[config.mk]
export PLATFORM = sky130hd
export DESIGN_NAME = shift_arbiter
export DESIGN_NICKNAME = d
export VERILOG_FILES = /design/src/rtl/shift_arbiter_pkg.sv /design/src/rtl/shift_core_32b.sv /design/src/rtl/shift_arbiter.sv
export SDC_FILE = /design/constraint.sdc
export NUM_CORES = 1
export LEC_CHECK = 0
export ABC_AREA = 1
export CORE_MARGIN = 2
export CORE_UTILIZATION = 54
export CTS_CLUSTER_DIAMETER = 50
export DETAILED_ROUTE_END_ITERATION = 6
export PLACE_DENSITY = 0.91
export SYNTH_ARGS = -nofsm -noshare
export SYNTH_HDL_FRONTEND = slang
export SYNTH_SLANG_ARGS = --single-unit
[constraint.sdc]
create_clock -name clk_i -period 5.5 [get_ports clk_i]
set_clock_uncertainty 0.05 [all_clocks]
set_input_delay 0.55 -clock clk_i [delete_from_list [all_inputs] [get_ports clk_i]]
set_output_delay 0.55 -clock clk_i [all_outputs]
set_load 0.02 [all_outputs]
[src/rtl/shift_arbiter_pkg.sv]
// -----------------------------------------------------------------------------
// shift_arbiter_pkg
// Shared definitions for the two-requester shift arbiter:
//   - datapath widths (operand/result, shift amount, requester index)
//   - shift operation encodings
//   - small decode helpers used by the arbiter when steering the shift core
// -----------------------------------------------------------------------------
package shift_arbiter_pkg;

  localparam int SA_DATA_W  = 32;  // operand / result width
  localparam int SA_SHAMT_W = 5;   // log2(SA_DATA_W)
  localparam int SA_NUM_REQ = 2;   // number of requesters
  localparam int SA_ID_W    = 1;   // width of a requester index

  typedef enum logic [1:0] {
    OP_SLL = 2'b00,
    OP_SRL = 2'b01,
    OP_RSV = 2'b10,  // reserved encoding, behaves as SLL
    OP_SRA = 2'b11
  } shift_op_e;

  // Right shifts are done by mirroring the operand around a left shifter.
  function automatic logic op_is_right(input logic [1:0] op);
    return (op == OP_SRL) || (op == OP_SRA);
  endfunction

  // Bit shifted in at the vacated end: sign bit for SRA, zero otherwise.
  function automatic logic op_fill(input logic [1:0] op, input logic msb);
    return (op == OP_SRA) && msb;
  endfunction

endpackage

[src/rtl/shift_core_32b.sv]
// -----------------------------------------------------------------------------
// shift_core_32b
// Purely combinational 32-bit logarithmic left shifter with optional
// bit-reversal on input and output, so the same five stages serve SLL, SRL
// and SRA.
//
// Ports:
//   data_i  [31:0] operand
//   shamt_i [4:0]  shift amount; bit k enables the 2**k stage
//   fill_i         bit inserted into each vacated position
//   rev_i          1 = mirror operand before and result after the shifter
//   data_o  [31:0] shifted result
// -----------------------------------------------------------------------------
module shift_core_32b
  import shift_arbiter_pkg::*;
(
  input  logic [SA_DATA_W-1:0]  data_i,
  input  logic [SA_SHAMT_W-1:0] shamt_i,
  input  logic                  fill_i,
  input  logic                  rev_i,
  output logic [SA_DATA_W-1:0]  data_o
);

  // stage[0] is the (possibly mirrored) operand, stage[k+1] follows the 2**k step
  logic [SA_SHAMT_W:0][SA_DATA_W-1:0] stage;
  logic [SA_DATA_W-1:0]               data_rev;
  logic [SA_DATA_W-1:0]               out_rev;

  genvar gi;

  generate
    for (gi = 0; gi < SA_DATA_W; gi++) begin : g_mirror
      assign data_rev[gi] = data_i[SA_DATA_W-1-gi];
      assign out_rev[gi]  = stage[SA_SHAMT_W][SA_DATA_W-1-gi];
    end
  endgenerate

  assign stage[0] = rev_i ? data_rev : data_i;

  // Each stage shifts left by a power of two, filling the low bits explicitly.
  generate
    for (gi = 0; gi < SA_SHAMT_W; gi++) begin : g_stage
      localparam int S = 1 << gi;
      assign stage[gi+1] = shamt_i[gi]
                           ? {stage[gi][SA_DATA_W-1-S:0], {S{fill_i}}}
                           : stage[gi];
    end
  endgenerate

  assign data_o = rev_i ? out_rev : stage[SA_SHAMT_W];

endmodule

[src/rtl/shift_arbiter.sv]
// -----------------------------------------------------------------------------
// shift_arbiter
// Two requesters share one combinational shift core. One request is granted
// per cycle whenever the single-entry result register is free (empty or
// being drained this cycle). The accepted operation is shifted in the same
// cycle and its result appears on the response port one cycle later.
//
// Build option:
//   SHIFT_ARB_RR_EN defined   -> round-robin: on contention the requester that
//                                was not granted last wins.
//   SHIFT_ARB_RR_EN undefined -> fixed priority: req0 always wins.
//
// Ports:
//   clk_i, rst_i                    clock, synchronous active-high reset
//   reqN_valid_i / reqN_ready_o     request handshake, N = 0,1
//   reqN_data_i, reqN_shamt_i       operand and shift amount
//   reqN_op_i                       00 SLL, 01 SRL, 11 SRA, 10 as SLL
//   rsp_valid_o / rsp_ready_i       response handshake
//   rsp_data_o                      shifted result
//   rsp_id_o                        requester that issued the result
// -----------------------------------------------------------------------------
module shift_arbiter
  import shift_arbiter_pkg::*;
#(
  parameter int DATA_W  = SA_DATA_W,
  parameter int SHAMT_W = SA_SHAMT_W
) (
  input  logic               clk_i,
  input  logic               rst_i,

  input  logic               req0_valid_i,
  output logic               req0_ready_o,
  input  logic [DATA_W-1:0]  req0_data_i,
  input  logic [SHAMT_W-1:0] req0_shamt_i,
  input  logic [1:0]         req0_op_i,

  input  logic               req1_valid_i,
  output logic               req1_ready_o,
  input  logic [DATA_W-1:0]  req1_data_i,
  input  logic [SHAMT_W-1:0] req1_shamt_i,
  input  logic [1:0]         req1_op_i,

  output logic               rsp_valid_o,
  input  logic               rsp_ready_i,
  output logic [DATA_W-1:0]  rsp_data_o,
  output logic [SA_ID_W-1:0] rsp_id_o
);

  // Requester-indexed views of the request ports
  logic [SA_NUM_REQ-1:0] req_valid;
  logic [DATA_W-1:0]     req_data  [SA_NUM_REQ];
  logic [SHAMT_W-1:0]    req_shamt [SA_NUM_REQ];
  logic [1:0]            req_op    [SA_NUM_REQ];

  logic [SA_NUM_REQ-1:0] gnt;
  logic [SA_NUM_REQ-1:0] ready;
  logic                  slot_free;
  logic                  accept;
  logic [SA_ID_W-1:0]    acc_id;

  logic [DATA_W-1:0]     sel_data;
  logic [SHAMT_W-1:0]    sel_shamt;
  logic [1:0]            sel_op;
  logic [DATA_W-1:0]     core_out;

  logic                  rsp_valid_q, rsp_valid_d;
  logic [DATA_W-1:0]     rsp_data_q,  rsp_data_d;
  logic [SA_ID_W-1:0]    rsp_id_q,    rsp_id_d;
  logic [SA_ID_W-1:0]    last_q,      last_d;

  assign req_valid    = {req1_valid_i, req0_valid_i};
  assign req_data[0]  = req0_data_i;
  assign req_data[1]  = req1_data_i;
  assign req_shamt[0] = req0_shamt_i;
  assign req_shamt[1] = req1_shamt_i;
  assign req_op[0]    = req0_op_i;
  assign req_op[1]    = req1_op_i;

  // The register can take a new result if it is empty or drains this cycle.
  assign slot_free = !rsp_valid_q || rsp_ready_i;

  // Grant depends only on the valids and the last-grant pointer.
  always_comb begin
    gnt = '0;
`ifdef SHIFT_ARB_RR_EN
    if (req_valid[0] && req_valid[1]) begin
      if (last_q == 1'b1) gnt[0] = 1'b1;
      else                gnt[1] = 1'b1;
    end else begin
      gnt = req_valid;
    end
`else
    if (req_valid[0])      gnt[0] = 1'b1;
    else if (req_valid[1]) gnt[1] = 1'b1;
`endif
  end

  // Ready is forced low while reset is asserted so nothing is taken then.
  genvar gi;
  generate
    for (gi = 0; gi < SA_NUM_REQ; gi++) begin : g_ready
      assign ready[gi] = gnt[gi] && slot_free && !rst_i;
    end
  endgenerate

  assign req0_ready_o = ready[0];
  assign req1_ready_o = ready[1];

  // Grants are one-hot and imply valid, so ready alone identifies the accept.
  assign accept = |ready;
  assign acc_id = ready[1];

  assign sel_data  = req_data[acc_id];
  assign sel_shamt = req_shamt[acc_id];
  assign sel_op    = req_op[acc_id];

  shift_core_32b u_core (
    .data_i  (sel_data),
    .shamt_i (sel_shamt),
    .fill_i  (op_fill(sel_op, sel_data[DATA_W-1])),
    .rev_i   (op_is_right(sel_op)),
    .data_o  (core_out)
  );

  always_comb begin
    rsp_valid_d = rsp_valid_q;
    rsp_data_d  = rsp_data_q;
    rsp_id_d    = rsp_id_q;
    last_d      = last_q;
    if (accept) begin
      // Covers both an empty slot and a drain-and-refill in the same cycle.
      rsp_valid_d = 1'b1;
      rsp_data_d  = core_out;
      rsp_id_d    = acc_id;
      last_d      = acc_id;
    end else if (rsp_ready_i) begin
      rsp_valid_d = 1'b0;
    end
  end

  always_ff @(posedge clk_i) begin
    if (rst_i) begin
      rsp_valid_q <= 1'b0;
      rsp_data_q  <= '0;
      rsp_id_q    <= '0;
      last_q      <= 1'b1;  // req0 wins the first contention
    end else begin
      rsp_valid_q <= rsp_valid_d;
      rsp_data_q  <= rsp_data_d;
      rsp_id_q    <= rsp_id_d;
      last_q      <= last_d;
    end
  end

  assign rsp_valid_o = rsp_valid_q;
  assign rsp_data_o  = rsp_data_q;
  assign rsp_id_o    = rsp_id_q;

endmodule

# Yosys cells after proc, flatten, opt, wreduce, memory -nomap -nowiden
# Index checks and enable logic that the tools add are counted.
# W data, S select, Z words.
# totals
ff_bits	34
inputBits	83
output_inout_bits	36
elab_cells	39
# op_classes
order_cmp	1
n_eq_ne	2
mux	21
bitwise	1
reduce_logical	11
# op_table
operator	n
$mux W32	10
$mux W5	3
$mux W2	3
$logic_and A1 B1 Y1	5
$mux W1	5
$eq A2 B1 Y1 const B	1
$eq A2 B2 Y1 const B	1
$ge A2 B2 Y1 const B	1
$logic_not A1 Y1	2
$logic_or A1 B1 Y1	2
$not A1 Y2	1
$reduce_bool A2 Y1	1
$reduce_or A2 Y1	1

# Depth between registers and ports, before layout
# Gate-level depths: netlist of run 1.
# depth
word_depth	17
depth_mapped	18
mapped_depth_nobuf	17

# Hierarchy
# A second synthesis of run 1 with hierarchy kept.
# hier_totals
cells_unflattened	897
area_unflattened_um2	4464.3
# modules_own_cells
module	n_inst	cells_per_inst	area_per_inst_um2
shift_core_32b	1	555	2546.2
shift_arbiter	1	342	1918.1

# Worst setup path after synthesis of run 1
# No wires, ideal clock.
# synth_timing
path_type	input-to-reg
from	input rst_i
to	register rsp_data_q[31] (netlist: rsp_data_o[31])
setup_time_ps	115
t_arrival_ps	2155
required_time_ps	5335
path_slack_ps	3180
path_stages	13
n_path_buf	2
cell_sequence	buf_2 > inv_4 > nand3_4 > inv_2 > nand2_1 > nand2_1 > clkbuf_1 > nand3_1 > nand3_1 > nand3_1 > nand3_1 > a21oi_1 > o21a_1
# synth_via
elab_chain_cells	15
elab_cells_between_ends	25
classes_between	eq/ne: 2; mux: 16; bitwise: 1; reduce/logical: 6
# synth_rtl
item	line	text
start: declaration	shift_arbiter.sv:29	input logic rst_i,
$logic_not A1 Y1 (*)	shift_arbiter.sv:102	assign ready[gi] = gnt[gi] && slot_free && !rst_i;
$logic_and A1 B1 Y1 (*)	shift_arbiter.sv:102	
via req1_ready_o	shift_arbiter.sv:38	output logic req1_ready_o,
$not A1 Y2 (implied by the code)	shift_arbiter.sv:113, shift_arbiter.sv:114, shift_arbiter.sv:115	
$mux W2 (implied by the code) (3 in a row)	shift_arbiter.sv:115	assign sel_op = req_op[acc_id];
$eq A2 B1 Y1 / $eq A2 B2 Y1 (equally long branches)	shift_arbiter_pkg.sv:24, shift_arbiter_pkg.sv:29	
$logic_or A1 B1 Y1	shift_arbiter_pkg.sv:24	return (op == OP_SRL) || (op == OP_SRA);
$mux W32	shift_core_32b.sv:38	assign stage[0] = rev_i ? data_rev : data_i;
$mux W32 (5 in a row)	shift_core_32b.sv:45	? {stage[gi][SA_DATA_W-1-S:0], {S{fill_i}}}
$mux W32	shift_core_32b.sv:50	assign data_o = rev_i ? out_rev : stage[SA_SHAMT_W];
end signal: assignment	shift_arbiter.sv:149	rsp_data_q <= rsp_data_d;
end: declaration	shift_arbiter.sv:67	logic [DATA_W-1:0] rsp_data_q, rsp_data_d;
# The timed path passes the listed nets; every way through them passes the cells marked *. The select of a mux whose other input is x is not followed.
# A chain may end at the register's enable or synchronous reset.

# Worst setup path after layout of run 1
# layout_timing
from	input req1_valid_i
to	register rsp_data_q[21] (netlist: rsp_data_o[21])
# layout_via
elab_chain_cells	17
elab_cells_between_ends	26
classes_between	eq/ne: 2; mux: 18; bitwise: 1; reduce/logical: 5
# layout_rtl
item	line	text
start: declaration	shift_arbiter.sv:37	input logic req1_valid_i,
$mux W1 (*)	shift_arbiter.sv:94	else if (req_valid[1]) gnt[1] = 1'b1;
$mux W1 (*)	shift_arbiter.sv:93	if (req_valid[0]) gnt[0] = 1'b1;
$logic_and A1 B1 Y1 (*) (2 in a row)	shift_arbiter.sv:102	
$not A1 Y2 (implied by the code)	shift_arbiter.sv:113, shift_arbiter.sv:114, shift_arbiter.sv:115	
$mux W2 (implied by the code) (3 in a row)	shift_arbiter.sv:115	
$eq A2 B1 Y1 / $eq A2 B2 Y1 (equally long branches)	shift_arbiter_pkg.sv:24, shift_arbiter_pkg.sv:29	
$logic_or A1 B1 Y1	shift_arbiter_pkg.sv:24	
$mux W32	shift_core_32b.sv:38	
$mux W32 (5 in a row)	shift_core_32b.sv:45	
$mux W32	shift_core_32b.sv:50	
# Every way passes the cells marked *; elsewhere a longest branch is shown, timed or not. The select of a mux whose other input is x is not followed.

==> results of run 1 <==
synthesized netlist by cell type:
cell type                    n  area share [%]
sky130_fd_sc_hd__nand3_1   349              40
sky130_fd_sc_hd__nand2_1   218              19
sky130_fd_sc_hd__inv_1      63             5.4
sky130_fd_sc_hd__a21oi_1    36             4.1
sky130_fd_sc_hd__dfxtp_1    34              16
sky130_fd_sc_hd__nand4_1    32             4.6
sky130_fd_sc_hd__clkbuf_1   27             2.3
sky130_fd_sc_hd__buf_2      23             2.6
sky130_fd_sc_hd__buf_1      11            0.95
sky130_fd_sc_hd__nor2_1      6            0.52
sky130_fd_sc_hd__inv_2       5            0.43
sky130_fd_sc_hd__buf_4       4            0.69
sky130_fd_sc_hd__o21ai_2     4            0.81
sky130_fd_sc_hd__o21ai_0     3            0.35
sky130_fd_sc_hd__nand2_2     2            0.29
sky130_fd_sc_hd__o211ai_1    2            0.35
sky130_fd_sc_hd__or2_1       2            0.29
sky130_fd_sc_hd__buf_6       1            0.26
sky130_fd_sc_hd__inv_4       1            0.14
sky130_fd_sc_hd__nand3_4     1            0.40
sky130_fd_sc_hd__nor2_4      1            0.26
sky130_fd_sc_hd__o21a_1      1            0.17
sky130_fd_sc_hd__o21ai_1     1            0.12
sky130_fd_sc_hd__or2_2       1            0.14
report_power, final:
group	switching, uW	leakage [uW]	internal, uW
Sequential	11.5	0.000278	266
Combinational	359	0.00227	219
Clock	101	0.0000683	182
per-stage QoR:
stage / hold slack (ps) / power [uW] / setup WS [ps] / cell area [um2]
6_report: 417.2 / 1139 / 1224 / 5564
5_1_grt: 434.1 / 1214 / 762.3 / 5564
4_1_cts: 420.2 / 1130 / 1287 / 5564
3_5_place_dp: 408.0 / 845.9 / 960.8 / 5426
3_3_place_gp: 404.1 / 835.4 / 1167 / 5426
2_1_floorplan: 492.4 / 663.4 / 3180 / 4347
layer usage:
layer	share of wire (%)	wire length, um	track usage (%)
met5	0	0	0
met4	3.3	516	13.16
met3	8.7	1349	5.778
met2	47	7309	60.36
met1	41	6415	45.91
state kept, by name (all words and copies together) (netlist names):
name         cells
rsp_data_o      32
rsp_id_o         1
rsp_valid_o      1
final timing paths:
check	endpoint	cells past startpoint	slack, ps	startpoint
max	rsp_data_o[21]	13	1220	req1_valid_i
min	rsp_data_o[10]	2	420	rsp_data_o[10]
max reg2reg	rsp_data_o[16]	11	1750	rsp_valid_o
min reg2reg	rsp_data_o[10]	2	420	rsp_data_o[10]
worst max-delay path, stage by stage:
cell and delay [ps]:
sky130_fd_sc_hd__clkdlybuf4s50_1 470, sky130_fd_sc_hd__inv_1 70, sky130_fd_sc_hd__nor2_4 530, sky130_fd_sc_hd__nand3_4 570
sky130_fd_sc_hd__inv_2 290, sky130_fd_sc_hd__or2_2 160, sky130_fd_sc_hd__o21ai_2 50, sky130_fd_sc_hd__buf_4 250
sky130_fd_sc_hd__inv_2 280, sky130_fd_sc_hd__nand2_1 610, sky130_fd_sc_hd__nand3_1 290, sky130_fd_sc_hd__nand3_1 100
sky130_fd_sc_hd__a21oi_1 200
layout make-up:
class | count | area, um2 | share of cell area (%)
repair buffers | 127 | 1249 | 22.44
flip-flops and latches | 34 | 680.7 | 12.23
clock buffers | 5 | 68.82 | 1.237
inverters | 69 | 261.5 | 4.700
clock inverters | 3 | 68.82 | 1.237
multi-input cells | 659 | 3108 | 55.86
well taps | 102 | 127.6 | 2.294
cell families after synthesis:
group | count (synthesis) | share of synthesized area, %
simple gates | 612 | 65.52
flops | 34 | 15.66
buf+inv | 135 | 12.90
compound gates | 47 | 5.929
==> results.txt, run 1 <==
----------------------------------------------------
[CTS]
  Cell at the root of the clock tree ... sky130_fd_sc_hd__clkbuf_8
  Clock-pin transition on the worst setup and hold timing paths ... ~80 ps
  Post-cts resize count ... 0
  Setup Fix Bufs, Post-CTS ... 0
  TritonCTS clock tree ... built
  Clock sink count ... 34
  Clock latency reported for the late side of the worst-skew pair ... 300 ps
  Max Buffers Root-to-Sink ... 2
  Number of buffers created by CTS ... 5
  Hold bufs inserted after CTS ... 0
  H-tree depth ... 2

[Cells and area]
  Most frequent cells in the layout ... sky130_fd_sc_hd__nand3_1 (349), sky130_fd_sc_hd__nand2_1 (218), sky130_fd_sc_hd__clkdlybuf4s50_1 (118)
  N_diodes ... 0
  Final standard cell count with taps included and fillers excluded ... 999
  Most common cell after layout, fill and taps aside ... sky130_fd_sc_hd__nand3_1
  Fillers ... 697
  Area growth from synthesis to layout ... 28.01%
  Share of the core filled with cells in the final layout ... 71.63%
  Fraction of layout cells with a size suffix above 1 ... 3.679%
  Total Nets Final ... 979

[Timing]
  Final critical delay including setup and external delays ... approximately 4300 ps
  Max-slew headroom at the worst pin ... 31.67%
  Highest Clock Rate ... 233.8 MHz
  Setup repair after global routing missed its margin ... no
  Transition time at the pin with the least slew margin ... 1022 ps
  Setup_tns ... 0 ps
  Final Max Tran Viols ... 0
  Final critical-path share of the clock period ... about 78%
  Setup Viol. Count Final ... 0
  Final number of hold-violating endpoints ... 0

[Global routing]
  Number of antenna violations at the first check in global routing ... 0
  Largest net degree at the start of global routing ... 64
  Global route overflow ... 0
  Wire length of the first global-routing pass ... 25.83 mm
  Via count of the first global-routing pass ... 5653
  Tot GR Track Use ... 35.81%

[Logic synthesis]
  Synthesized net count ... 911
  Cells after synthesis ... 828
  Portion of the post-synthesis area used by sequential elements ... 15.66%
  Flops & latches, synth ... 34
  Summed instance area of the synthesized netlist ... about 0.0043 mm2
  Count of different cell masters after synthesis ... 24
  Post-Syn Area per Cell ... 5.250 um2
  Number of warning messages in the yosys log ... 0

[Setup path]
  Type of origin of the critical path ... input port
  Endpoint kind of the worst setup timing path ... flop
  Required arrival time at the worst endpoint ... 5660 ps
  Crit path DAT ... 4440 ps
  Crit Path Category ... in2reg
  Largest driver fanout on the critical path ... 45

[Floorplanning]
  Die X-Extent ... roughly 94 um
  Total I/O pin count ... between 100 and 150
  Standard-cell row count ... 32
  Initial Utilization ... 55.96%
  Die area ... ~0.0088 mm2
  Placeable core region ... 0.007767 mm2
  DIE HEIGHT ... approximately 94 um

[Flow run]
  Number of max-cap violations ... 0

[Placement]
  Detailed placement HPWL ... 11.81 mm
  Count of buffers inserted at the top-level ports ... 118
  Placer's final routability congestion estimate ... 1.014
  Placed cell count ... 991

[Hold path]
  Path category of the worst min-delay check ... reg2reg

[Power and ir drop]
  Pwr dens ... 204.7 mW/mm2
  Reported leakage power ... approximately 0.0026 uW
  Worst voltage drop across the vdd grid ... 144.4 uV

[Route]
  Pre-antenna DRT Iters ... 6
  Iteration-0 DRC count of the detailed router ... about 700
  Wire length per cell after detailed routing ... 15.60 um
  Remaining antenna violation count after routing ... 0
  DRC violation count after routing ... 0
  Total vias in the final route ... 6135
  Vias per cell ... 6.141
  Final Routed Wirelength ... 15.59 mm

[Outcome]
  Result of the run ... complete, no violations

----------------------------------------------------
(Power assumes the default switching activity.)
==> inputs of run 2 (changes only) <==
--- a/config.mk
+++ b/config.mk
@@ -7,10 +7,10 @@
 export LEC_CHECK = 0
 export ABC_AREA = 1
 export CORE_MARGIN = 2
-export CORE_UTILIZATION = 54
+export CORE_UTILIZATION = 50
 export CTS_CLUSTER_DIAMETER = 50
 export DETAILED_ROUTE_END_ITERATION = 6
-export PLACE_DENSITY = 0.91
+export PLACE_DENSITY = 0.86
 export SYNTH_ARGS = -nofsm -noshare
 export SYNTH_HDL_FRONTEND = slang
 export SYNTH_SLANG_ARGS = --single-unit
==> constraint.sdc (replaced) <==
create_clock -name clk_i -period 4 [get_ports clk_i]
set_clock_uncertainty 0.05 [all_clocks]
set_input_delay 0.4 -clock clk_i [delete_from_list [all_inputs] [get_ports clk_i]]
set_output_delay 0.4 -clock clk_i [all_outputs]
set_load 0.02 [all_outputs]
==> results.txt, run 2 (same netlist as run 1, synthesis figures left out) <==
----------------------------------------------------
[Global routing]
  Largest net degree at the start of global routing ... 46 (-28%)
  Wire length of the first global-routing pass ... 26.65 mm (+3.2%)
  Tot GR Track Use ... 33.06% (-2.7 points)
  Via count of the first global-routing pass ... 5631 (-0.39%)
  Global route overflow ... 0 (unchanged)
  Number of antenna violations at the first check in global routing ... 0 (unchanged)

[CTS]
  Clock-pin transition on the worst setup and hold timing paths ... 90 ps (about the same)
  Clock sink count ... 34 (unchanged)
  Number of buffers created by CTS ... 5 (unchanged)
  Max Buffers Root-to-Sink ... 2 (unchanged)
  Clock latency reported for the late side of the worst-skew pair ... 280 ps (-20 ps)
  Setup Fix Bufs, Post-CTS ... 0 (unchanged)
  H-tree depth ... 2 (unchanged)
  Cell at the root of the clock tree ... sky130_fd_sc_hd__clkbuf_8
  TritonCTS clock tree ... built

[Setup path]
  Slowest cell on crit path ... sky130_fd_sc_hd__o21ai_2
  Endpoint kind of the worst setup timing path ... flop
  Reg-to-reg critical path startpoint ... rsp_valid_o
  Family with the most delay on the worst path ... simple AND/OR/NAND/NOR gates
  Crit path DAT ... 3530 ps (-910 ps)
  Cell-by-cell trace of the critical path ... clkdlybuf4s50_1, inv_4, nand3_4, o21ai_2, inv_2, nand2_1, nand3_1, nand3_1, nand3_1, nand3_1, a21oi_1
  Delay contributed by the slowest stage of the critical path ... 660 ps (+50 ps)
  Library cell appearing most often on the critical path ... sky130_fd_sc_hd__nand3_1
  Type of origin of the critical path ... input port
  Largest driver fanout on the critical path ... 45 (unchanged)
  Crit path launch ... rst_i
  Crit Path Category ... in2reg
  Crit path buf inv count ... 3 (-2)
  Required arrival time at the worst endpoint ... 4120 ps (-1540 ps)

[Floorplanning]
  Die X-Extent ... 97.24 um (+3.8%)
  Initial Utilization ... 50.58% (-5.4 points)
  Placeable core region ... 0.008593 mm2 (+11%)
  Die area ... 0.009456 mm2 (+7.7%)
  DIE HEIGHT ... 97.24 um (+3.8%)
  Total I/O pin count ... 119 (unchanged)
  Standard-cell row count ... 34 (+6.3%)

[Hold path]
  Hold path start ... rsp_data_o[10]
  Path category of the worst min-delay check ... reg2reg

[Timing]
  Setup_tns ... 0 ps (unchanged)
  Final critical delay including setup and external delays ... 3405 ps
  Final number of hold-violating endpoints ... 0 (unchanged)
  Setup repair after global routing missed its margin ... no
  Max-slew headroom at the worst pin ... 34.32% (+2.6 points)
  Transition time at the pin with the least slew margin ... 984.1 ps (-38.33 ps)
  Setup slack after layout ... 595.4 ps (-628.2 ps)
  Highest Clock Rate ... 293.7 MHz
  Final Max Tran Viols ... 0 (unchanged)
  Final critical-path share of the clock period ... 85.11%
  Setup Viol. Count Final ... 0 (unchanged)

[Power and ir drop]
  Reported leakage power ... 0.002637 uW (+0.64%)
  Pwr dens ... 280.7 mW/mm2 (+37%)
  Net Sw Frac ... 41.54% (+0.10 points)
  Cell internal power dissipation ... 919.4 uW (+38%)
  Worst voltage drop across the vdd grid ... 205.9 uV (+43%)
  Relative contribution of the clock network to total power ... 24.9% (about the same)
  Combinational fraction of design power ... 50.8% (about the same)
  Net switching power figure ... 653.2 uW (+38%)
  Sequential Power Share ... 24.3% (about the same)

[Route]
  Vias per cell ... 5.930 (-3.4%)
  Wire length per cell after detailed routing ... 15.56 um (-0.29%)
  Iteration-0 DRC count of the detailed router ... 562 (-19%)
  Remaining antenna violation count after routing ... 0 (unchanged)
  Final Routed Wirelength ... 15.68 mm (+0.61%)
  Pre-antenna DRT Iters ... 6 (unchanged)
  DRC violation count after routing ... 0 (unchanged)
  Total vias in the final route ... 5977 (-2.6%)

[Placement]
  Cell area after placement ... 0.005456 mm2 (+0.55%)
  Detailed placement HPWL ... 12.16 mm (+2.9%)
  Placer's final routability congestion estimate ... 0.9891 (-2.4%)
  Count of buffers inserted at the top-level ports ... 118 (unchanged)
  Pre-CTS worst setup slack ... -128.1 ps (-1089 ps)

[Cells and area]
  Area growth from synthesis to layout ... 28.87%
  Max reg flops ... 32 (unchanged)
  Most common cell after layout, fill and taps aside ... sky130_fd_sc_hd__nand3_1
  Total Nets Final ... 982 (+0.31%)
  Combined flip-flop and latch cell area ... 680.7 um2 (unchanged)
  N_diodes ... 0 (unchanged)
  Most frequent cells in the layout ... sky130_fd_sc_hd__nand3_1 (349), sky130_fd_sc_hd__nand2_1 (217), sky130_fd_sc_hd__clkdlybuf4s50_1 (118)
  Fraction of layout cells with a size suffix above 1 ... 4.111% (+0.43 points)
  Share of the core filled with cells in the final layout ... 65.19% (-6.4 points)
  Final std cell area, no fill ... 0.005602 mm2 (+0.67%)
  Multi-input logic area ... 0.003115 mm2 (+0.24%)
  Fillers ... 828 (+19%)

[Outcome]
  Result of the run ... complete, no violations

[Flow run]
  Number of max-cap violations ... 0 (unchanged)

----------------------------------------------------
==> run 2: cell types whose count changed in the layout (fill, tap and decap cells not counted), sizes merged <==
cell	before	now
buf	9	12
==> run 2: worst reg2reg max path, delay by kind of cell, from the launching register on <==
kind | cells | cell delay (ps)
compound gates | 1 | 160
flops | 1 | 380
simple gates | 12 | 2190
buf+inv | 1 | 200
==> run 2: timing repair <==
action | in CTS | in global routing
endpoints found under the setup margin | 0 | 21
resized for setup | 0 | 1
hold buffers | 0 | 0
endpoints found under the hold margin | 0 | 0
==> run 2: through the flow <==
step                cells  power, uW  hold WS [ps]
floorplan             828      912.2         492.4
global placement     1000       1163         403.9
finish               1008       1573         416.6
global route         1008       1677         440.8
CTS                  1008       1559         420.3
detailed placement   1000       1173         407.6
==> run 2: power groups by stage <==
| stage | Sequential [uW] | Combinational [uW] | Clock, uW |
|---|---|---|---|
| floorplan | 420 | 492 | 0 |
| global placement | 388 | 774 | 0 |
| global route | 385 | 886 | 407 |
| finish | 382 | 799 | 392 |
| CTS | 382 | 787 | 390 |
| detailed placement | 389 | 784 | 0 |
==> run 2: path summary, 6_finish.rpt <==
kind	endpoint	slack, ps	cells after the start
worst max-delay path	rsp_data_o[3]	600	11
worst min-delay path	rsp_data_o[10]	420	2
worst max register to register	rsp_data_o[13]	970	14
worst min register to register	rsp_data_o[10]	420	2
==> run 2: cell type report <==
cell class / count / share of cell area (%)
clock inverter: 3 / 1.229
inverter: 69 / 4.668
tap: 108 / 2.412
multi-input combinational: 659 / 55.62
sequential: 34 / 12.15
timing repair buffer: 130 / 22.69
clock buffer: 5 / 1.229
==> run 2: layer usage <==
metal  up-vias  part of all wire (%)  global-route usage, %  wire length, um
li1       2960                     -                      -                -
met1      2715                    43                  44.55             6800
met2       270                    46                  55.82             7269
met3        32                   7.5                  4.101             1184
met4         0                   2.7                  9.188              430
met5         -                     0                      0                0
==> inputs of run 3 (changes only) <==
--- a/config.mk
+++ b/config.mk
@@ -6,6 +6,7 @@
 export NUM_CORES = 1
 export LEC_CHECK = 0
 export ABC_AREA = 1
+export CAP_MARGIN = 20
 export CORE_MARGIN = 2
 export CORE_UTILIZATION = 50
 export CTS_CLUSTER_DIAMETER = 50
==> results.txt, run 3 (same netlist as run 1, synthesis figures left out) <==
----------------------------------------------------
[Timing]
  Max-slew headroom at the worst pin ... 32.63% (-1.7 points)
  Setup_tns ... 0 ps (unchanged)
  Final critical delay including setup and external delays ... 3400 ps (-4.582 ps)
  Setup Viol. Count Final ... 0 (unchanged)
  Transition time at the pin with the least slew margin ... 1009 ps (+25.27 ps)
  Highest Clock Rate ... 294.1 MHz (+0.13%)
  Setup repair after global routing missed its margin ... no
  Final number of hold-violating endpoints ... 0 (unchanged)
  Setup slack after layout ... 600.0 ps (+4.582 ps)
  Final critical-path share of the clock period ... 85.00% (-0.11 points)
  Final Max Tran Viols ... 0 (unchanged)

[Power and ir drop]
  Combinational fraction of design power ... 50.9% (about the same)
  Reported leakage power ... 0.002643 uW (+0.22%)
  Net Sw Frac ... 41.54% (about the same)
  Worst voltage drop across the vdd grid ... 194.5 uV (-5.6%)
  Cell internal power dissipation ... 921.0 uW (+0.18%)
  Net switching power figure ... 654.5 uW (+0.20%)
  Sequential Power Share ... 24.2% (about the same)
  Pwr dens ... 280.8 mW/mm2 (about the same)
  Relative contribution of the clock network to total power ... 24.8% (about the same)

[Floorplanning]
  Die X-Extent ... 97.24 um (unchanged)
  DIE HEIGHT ... 97.24 um (unchanged)
  Total I/O pin count ... 119 (unchanged)
  Initial Utilization ... 50.58% (unchanged)
  Placeable core region ... 0.008593 mm2 (unchanged)
  Standard-cell row count ... 34 (unchanged)
  Die area ... 0.009456 mm2 (unchanged)

[Hold path]
  Path category of the worst min-delay check ... reg2reg

[CTS]
  TritonCTS clock tree ... built
  H-tree depth ... 2 (unchanged)
  Cell at the root of the clock tree ... sky130_fd_sc_hd__clkbuf_8
  Hold bufs inserted after CTS ... 0 (unchanged)
  Max Buffers Root-to-Sink ... 2 (unchanged)
  Clock latency reported for the late side of the worst-skew pair ... 280 ps (about the same)
  Number of buffers created by CTS ... 5 (unchanged)
  Clock-pin transition on the worst setup and hold timing paths ... 80 ps (about the same)
  Clock sink count ... 34 (unchanged)
  Setup Fix Bufs, Post-CTS ... 0 (unchanged)

[Global routing]
  Global route overflow ... 0 (unchanged)
  Via count of the first global-routing pass ... 5702 (+1.3%)
  Number of antenna violations at the first check in global routing ... 0 (unchanged)
  Wire length of the first global-routing pass ... 26.75 mm (+0.39%)
  Tot GR Track Use ... 33.36% (+0.30 points)
  Largest net degree at the start of global routing ... 46 (unchanged)

[Placement]
  Placer's final routability congestion estimate ... 0.9891 (unchanged)
  Pre-CTS worst setup slack ... 52.99 ps (+181.1 ps)
  Detailed placement HPWL ... 12.23 mm (+0.59%)
  Count of buffers inserted at the top-level ports ... 118 (unchanged)

[Setup path]
  Largest driver fanout on the critical path ... 45 (unchanged)
  Required arrival time at the worst endpoint ... 4120 ps (about the same)
  Endpoint kind of the worst setup timing path ... flop
  Type of origin of the critical path ... input port
  Crit path DAT ... 3520 ps (about the same)
  Crit Path Category ... in2reg

[Flow run]
  Number of max-cap violations ... 0 (unchanged)

[Cells and area]
  Multi-input logic area ... 0.003110 mm2 (-0.16%)
  N_diodes ... 0 (unchanged)
  Most common cell after layout, fill and taps aside ... sky130_fd_sc_hd__nand3_1
  Total Nets Final ... 983 (+0.10%)
  Fraction of layout cells with a size suffix above 1 ... 4.218% (+0.11 points)
  Combined flip-flop and latch cell area ... 680.7 um2 (unchanged)
  Area growth from synthesis to layout ... 29.10%
  Most frequent cells in the layout ... sky130_fd_sc_hd__nand3_1 (349), sky130_fd_sc_hd__nand2_1 (217), sky130_fd_sc_hd__clkdlybuf4s50_1 (118)
  Fillers ... 814 (-1.7%)
  Share of the core filled with cells in the final layout ... 65.30% (+0.12 points)
  Max reg flops ... 32 (unchanged)

[Route]
  Total vias in the final route ... 5996 (+0.32%)
  DRC violation count after routing ... 0 (unchanged)
  Wire length per cell after detailed routing ... 15.72 um (+1.0%)
  Final Routed Wirelength ... 15.86 mm (+1.1%)
  Iteration-0 DRC count of the detailed router ... 510 (-9.3%)
  Pre-antenna DRT Iters ... 6 (unchanged)
  Remaining antenna violation count after routing ... 0 (unchanged)
  Vias per cell ... 5.943 (+0.22%)

[Outcome]
  Result of the run ... complete, no violations

----------------------------------------------------
==> run 3: cell count changes in the layout (fill, tap and decap cells not counted) <==
| cell | change |
|---|---|
| sky130_fd_sc_hd__nor2_2 | +1 |
| sky130_fd_sc_hd__nor2_4 | -1 |
| sky130_fd_sc_hd__buf_8 | +1 |
==> run 3: metal layers <==
| metal | vias up | part of all wire (%) | GRT usage [%] |
|---|---|---|---|
| met3 | 38 | 7.5 | 5.108 |
| met5 | - | 0 | 0 |
| met1 | 2714 | 43 | 44.34 |
| met4 | 0 | 2.7 | 9.402 |
| met2 | 281 | 46 | 56.30 |
| li1 | 2963 | - | - |
==> run 3: repair_timing <==
item | in CTS | in global routing
gates resized for setup | 0 | 1
hold endpoints to repair | 0 | 0
setup endpoints to repair | 0 | 26
==> run 3: critical path, stage by stage <==
cell                              delay [ps]
sky130_fd_sc_hd__clkdlybuf4s50_1         470
sky130_fd_sc_hd__inv_4                   290
sky130_fd_sc_hd__nand3_4                 430
sky130_fd_sc_hd__nand2_1                 200
sky130_fd_sc_hd__nand2_2                 360
sky130_fd_sc_hd__nand2_1                 220
sky130_fd_sc_hd__nand2_1                  90
sky130_fd_sc_hd__nand3_1                 110
sky130_fd_sc_hd__nand2_1                  90
sky130_fd_sc_hd__a21oi_1                 270
sky130_fd_sc_hd__nand2_1                 110
sky130_fd_sc_hd__nand3_1                 170
sky130_fd_sc_hd__nand3_1                 100
sky130_fd_sc_hd__nand3_1                 120
sky130_fd_sc_hd__a21oi_1                  90
==> run 3: cell type report <==
class	instances	area share, %
clock buffers	5	1.226
well taps	108	2.408
inverters	69	4.660
flip-flops and latches	34	12.13
repair buffers	131	22.92
clock inverters	3	1.226
multi-input cells	659	55.43
==> run 3: stage by stage <==
stage | hold slack, ps | cells | area, um2 | total power, uW
2_1_floorplan | 492.4 | 828 | 4347 | 912.2
3_3_place_gp | 403.9 | 1000 | 5456 | 1163
3_5_place_dp | 406.8 | 1001 | 5472 | 1176
4_1_cts | 419.4 | 1009 | 5609 | 1562
5_1_grt | 439.9 | 1009 | 5612 | 1677
6_report | 417.0 | 1009 | 5612 | 1576
==> run 3: power by group through the flow <==
stage	registers [uW]	clock network [uW]	logic [uW]
after CTS	382	390	790
after global routing	385	403	889
after global placement	388	0	774
after floorplan	420	0	492
final	382	391	802
after detailed placement	389	0	787
==> run 3: path summary, 6_finish.rpt <==
check                 start             end  slack [ps]  depth (start not counted)
min reg2reg  rsp_data_o[10]  rsp_data_o[10]         420                          2
max                   rst_i   rsp_data_o[8]         600                         15
min          rsp_data_o[10]  rsp_data_o[10]         420                          2
max reg2reg     rsp_valid_o  rsp_data_o[13]         970                         14
